==> src/rtl/core_pkg.sv <==
// Shared types and constants for the rv32e core front end.
package core_pkg;

  typedef enum logic [1:0] {
    StRequest,
    StWait,
    StHold
  } fetch_state_e;

  typedef struct packed {
    logic [31:0] pc;
    logic [31:0] instr;
    logic        fault;
  } fetch_packet_t;

  // addi x0, x0, 0
  localparam logic [31:0] NopInstr = 32'h0000_0013;

  // Fetch addresses are always word aligned.
  function automatic logic [31:0] align_pc(input logic [31:0] addr);
    return {addr[31:2], 2'b00};
  endfunction

endpackage

==> src/rtl/fetch_stage.sv <==
// Instruction fetch stage: owns the PC, issues one read at a time on a req/rsp bus and
// presents each fetched instruction with its PC on a valid/ready output.
module fetch_stage
  import core_pkg::*;
#(
  parameter logic [31:0] RESET_PC  = 32'h0000_0000,
  parameter logic [31:0] NOP_INSTR = NopInstr
) (
  input  logic        clock,
  input  logic        reset,
  output logic        req_valid,
  input  logic        req_ready,
  output logic [31:0] req_addr,
  input  logic        rsp_valid,
  input  logic [31:0] rsp_data,
  input  logic        rsp_error,
  output logic        out_valid,
  input  logic        out_ready,
  output logic [31:0] out_instr,
  output logic [31:0] out_pc,
  output logic        out_fault,
  input  logic        redirect_valid,
  input  logic [31:0] redirect_pc
);

  fetch_state_e  state_q, state_d;
  logic [31:0]   pc_q, pc_d;
  logic          discard_q, discard_d;
  logic          req_valid_q, req_valid_d;
  logic [31:0]   req_addr_q, req_addr_d;
  logic          out_valid_q, out_valid_d;
  fetch_packet_t pkt_q, pkt_d;
  logic          req_fire;

  assign req_fire = req_valid_q && req_ready;

  // Next-state logic; a redirect overrides the normal flow in every state.
  always_comb begin
    state_d     = state_q;
    pc_d        = pc_q;
    discard_d   = discard_q;
    out_valid_d = out_valid_q;
    pkt_d       = pkt_q;

    unique case (state_q)
      StRequest: begin
        if (redirect_valid) begin
          pc_d = align_pc(redirect_pc);
          // An address accepted this cycle is stale; its response must be thrown away.
          if (req_fire) begin
            state_d   = StWait;
            discard_d = 1'b1;
          end
        end else if (req_fire) begin
          state_d = StWait;
        end
      end

      StWait: begin
        if (redirect_valid) begin
          pc_d = align_pc(redirect_pc);
          if (rsp_valid) begin
            // The only outstanding response arrived and is dropped: nothing left in flight.
            discard_d = 1'b0;
            state_d   = StRequest;
          end else begin
            discard_d = 1'b1;
          end
        end else if (rsp_valid) begin
          if (discard_q) begin
            discard_d = 1'b0;
            state_d   = StRequest;
          end else begin
            pkt_d       = '{pc: pc_q, instr: (rsp_error ? NOP_INSTR : rsp_data), fault: rsp_error};
            out_valid_d = 1'b1;
            pc_d        = pc_q + 32'd4;
            state_d     = StHold;
          end
        end
      end

      StHold: begin
        if (redirect_valid) begin
          pc_d        = align_pc(redirect_pc);
          out_valid_d = 1'b0;
          state_d     = StRequest;
        end else if (out_ready) begin
          out_valid_d = 1'b0;
          state_d     = StRequest;
        end
      end

      default: begin
        state_d     = StRequest;
        out_valid_d = 1'b0;
        discard_d   = 1'b0;
      end
    endcase

    // Registered request outputs track the state and PC we are about to enter.
    req_valid_d = (state_d == StRequest);
    req_addr_d  = pc_d;
  end

  // State and registered outputs.
  always_ff @(posedge clock or posedge reset) begin
    if (reset) begin
      state_q     <= StRequest;
      pc_q        <= RESET_PC;
      discard_q   <= 1'b0;
      req_valid_q <= 1'b0;
      req_addr_q  <= RESET_PC;
      out_valid_q <= 1'b0;
      pkt_q       <= '0;
    end else begin
      state_q     <= state_d;
      pc_q        <= pc_d;
      discard_q   <= discard_d;
      req_valid_q <= req_valid_d;
      req_addr_q  <= req_addr_d;
      out_valid_q <= out_valid_d;
      pkt_q       <= pkt_d;
    end
  end

  assign req_valid = req_valid_q;
  assign req_addr  = req_addr_q;
  assign out_valid = out_valid_q;
  assign out_instr = pkt_q.instr;
  assign out_pc    = pkt_q.pc;
  assign out_fault = pkt_q.fault;

`ifndef SYNTHESIS
  // A response may only arrive while a read is outstanding.
  rsp_only_in_wait: assert property (@(posedge clock) disable iff (reset)
    rsp_valid |-> (state_q == StWait));
`endif

endmodule

==> config.mk <==
export PLATFORM = sky130hd
export DESIGN_NAME = fetch_stage
export DESIGN_NICKNAME = d
export VERILOG_FILES = /design/src/rtl/core_pkg.sv /design/src/rtl/fetch_stage.sv
export SDC_FILE = /design/constraint.sdc
export NUM_CORES = 1
export LEC_CHECK = 0
export ABC_AREA = 1
export CAP_MARGIN = 15
export CORE_ASPECT_RATIO = 1.1
export CORE_MARGIN = 2
export CORE_UTILIZATION = 49
export DETAILED_ROUTE_END_ITERATION = 10
export MAX_ROUTING_LAYER = met4
export PLACE_DENSITY_LB_ADDON = 0.3
export RECOVER_POWER = 25
export SYNTH_ARGS = -nofsm -noshare
export SYNTH_HDL_FRONTEND = slang
export SYNTH_SLANG_ARGS = --single-unit
==> constraint.sdc <==
create_clock -name clock -period 7.25 [get_ports clock]
set_input_delay 1.45 -clock clock [delete_from_list [all_inputs] [get_ports clock]]
set_output_delay 1.45 -clock clock [all_outputs]
set_load 0.01 [all_outputs]
==> run_results.csv <==
group,metric,value,unit
outcome,outcome,"finished clean",
pwr,leakagePower,3.09,nW
placed_design,numPortBuffers,163,
synth,synthCells,595,
timing,skew,0.00945,ns
synth,synth-edff-count,0,
clock_tree,cts_hold_buf,0,
synth,synth.avg_cell_area,8.11,sq um
floorplan,die_area,10700,sq um
min_path,hold_class,"flip-flop to flip-flop",
timing,worstMarginPinSlew,1.45,ns
clock_tree,clk_path_buf_depth,2,
timing,hold_viol_final,0,
global_routing,antenna_found_initial,0,
routing,initialDrtViolationCount,246,
placed_design,gp_congestion,0.938,
setup_path,critical-path-top-delay-family,"buffers and inverters",
setup_path,critPathSlowestCell,"buf_4",
routing,dr.pass1.iters,6,
timing,fmaxAchievable,0.264,GHz
timing,finalSetupViolations,0,
placed_design,dp_worst_setup_slack,3.00,ns
global_routing,grt_overflow,0,
synth,ys_seq_elements,98,
global_routing,grtUsageTotal,26.8,%
clock_tree,cts.sinks,98,
clock_tree,cts_buffers,9,
routing,drt_wl_total,13.7,mm
routing,drc,0,
timing,slew_headroom,2.71,%
min_path,holdPathStages,2,
pwr,total_power,2.57,mW
floorplan,coreArea,9440,sq um
floorplan,die_w,98.6,microns
setup_path,worstSetupStartpointType,"primary input",
setup_path,max_stage_delay,0.69,ns
routing,vias_per_cell,5.23,
floorplan,die_y,108,microns
setup_path,arrival,4.09,ns
final_layout,drive_gt1_share,5.98,%
synth,synth_ff_type,"dfrtp_1",
pwr,vdd_drop_max,193,uV
pwr,p_per_area,382,nW/um^2
placed_design,place_hpwl,9.85,mm
flow_run,max_cap_viol_count,0,
setup_path,worst-setup-path-type,"primary input to flip-flop",
final_layout,area.growth.synth_to_final,39.7,%
clock_tree,post_cts_resized,0,
setup_path,crit_cells,8,
synth,yosys_warnings,0,
timing,drv_slew,0,
final_layout,nets,820,
setup_path,worstPathCellList,"dlygate4sd3_1 > nor2_4 > buf_4 > nand4_4 > buf_4 > inv_1 > or2_2 > nor2_1",
clock_tree,worst_setup_hold_path_clk_slew,0.09,ns
global_routing,grt_pass1_vias,4464,
routing,antenna_left,0,
clock_tree,htreeDepth,3,
timing,setup_ws,3.46,ns
routing,vias,4550,
final_layout,num_antenna_cells,0,
synth,synthArstFlopShare,100,%
clock_tree,clock-root-buffer,"clkbuf_8",
setup_path,rr_worst_depth,8,
timing,finalCriticalPeriod,3.79,ns
setup_path,path_common_cell,"buf_4",
routing,avgRoutedWirePerCell,15.8,microns
setup_path,cp_num_buf_inv,4,
synth,netlist_area,4820,sq um
clock_tree,clk_latency,0.37,ns
floorplan,rows,37,
floorplan,ios,170,
clock_tree,cts_setup_buffers,0,
setup_path,crit_required,7.55,ns
synth,seq_area_frac_synth,50.8,%
setup_path,cp_max_fo,89,
floorplan,start_util,51.1,%
setup_path,end_kind,"flip-flop",
timing,setup_tns,0,ns
clock_tree,cts_tree,"done",
synth,synth.distinct_cells,30,
timing,rsz0062_at_grt,"no",
timing,period_share,52.2,%
global_routing,grt_max_degree,90,
global_routing,grt_pass1_wl,22.1,mm
-- worst reg2reg max path, cell delays in order, from the launching register on --
cell and delay [ns]:
dfrtp_1 0.43, inv_2 0.10, nor2_4 0.03, buf_4 0.30, nand4_4 0.15, buf_4 0.69
inv_1 0.33, or2_2 0.37, nor2_1 0.09
-- synth_stat cells, types with 4 or more instances --
cell type  number  area share [%]
nand2_1       180              14
dfrtp_1        98              51
nor2_1         74             5.8
inv_1          44             3.4
nand3_1        37             3.8
a22o_1         29             5.3
o21ai_0        27             2.8
o21ai_1        22             2.3
buf_4          13             2.0
buf_2          10             1.0
o22ai_1         9             1.2
a21oi_1         7            0.73
clkbuf_1        6            0.47
nor2_2          5            0.65
nor2_4          5             1.2
nand2_2         4            0.52
-- registers in the layout (all words and copies together) (netlist names) --
register / cells
out_instr: 32
out_pc: 30
req_addr: 30
state_q: 2
discard_q: 1
out_fault: 1
out_valid: 1
req_valid: 1
-- layer usage --
layer / wire (microns) / part of all wire [%] / track usage (%) / vias up
li1: - / - / - / 2225
met1: 5920 / 43 / 33.8 / 2114
met2: 6530 / 48 / 43.5 / 179
met3: 860 / 6.3 / 4.20 / 32
met4: 400 / 2.9 / 11.3 / 0
met5: 0 / 0 / - / -
-- final cells by class --
type / count / area (sq um)
fillers: 776 / 2710
flip-flops and latches: 98 / 2450
multi-input cells: 424 / 2040
repair buffers: 168 / 1690
inverters: 47 / 178
clock buffers: 11 / 151
well taps: 117 / 146
clock inverters: 5 / 83.8
-- cell families (layout without fill, tap and decap cells) --
logic type	Yosys count	after routing	synth area share [%]
flops	98	98	50.8
fa+ha+maj	1	1	0.259
xor+xnor	3	3	0.545
compound gates	101	101	13.5
simple gates	315	315	27.6
other cells	1	4	0.0777
buf+inv	76	231	7.19
-- power by group --
part	switching [mW]	internal (mW)
registers	0.200	0.775
logic	0.599	0.588
clock network	0.197	0.214
-- cells in the final DEF (no fill, tap or decap), types with 2 or more instances in the layout --
| cell type | synthesis | routed |
|---|---|---|
| a21oi_1 | 7 | 7 |
| a22o_1 | 29 | 29 |
| a22oi_1 | 2 | 2 |
| and2_1 | 3 | 3 |
| buf_4 | 13 | 4 |
| bufinv_16 | 0 | 2 |
| clkbuf_8 | 0 | 11 |
| clkdlybuf4s50_1 | 0 | 123 |
| clkinvlp_4 | 0 | 2 |
| conb_1 | 1 | 4 |
| dfrtp_1 | 98 | 98 |
| dlygate4sd3_1 | 0 | 40 |
| inv_1 | 44 | 43 |
| inv_2 | 3 | 3 |
| nand2_1 | 180 | 180 |
| nand2_2 | 4 | 4 |
| nand3_1 | 37 | 37 |
| nor2_1 | 74 | 74 |
| nor2_2 | 5 | 5 |
| nor2_4 | 5 | 5 |
| o21ai_0 | 27 | 27 |
| o21ai_1 | 22 | 22 |
| o22a_1 | 3 | 3 |
| o22ai_1 | 9 | 9 |
| or2_2 | 3 | 3 |
| xor2_1 | 3 | 3 |
-- final timing paths --
path / startpoint / endpoint / slack (ns)
hold reg to reg: out_pc[8] / out_pc[8] / 0.49
setup reg to reg: state_q[0] / req_valid / 4.69
hold / removal: out_pc[8] / out_pc[8] / 0.49
min in group asynchronous: reset / out_instr[8] / 1.85
setup / recovery: redirect_valid / req_valid / 3.46
max in group asynchronous: reset / req_addr[22] / 3.95
-- metrics by stage --
step | instance area, sq um | instances | utilization, % | hold slack (ns)
finish | 6740 | 870 | 71.3 | 0.490
global route | 6740 | 870 | 71.3 | 0.522
CTS | 6710 | 869 | 71.1 | 0.498
detailed placement | 6470 | 853 | 68.6 | 0.467
global placement | 6470 | 853 | 68.6 | 0.463
floorplan | 4830 | 598 | - | 0.516
(Power assumes the default switching activity.)
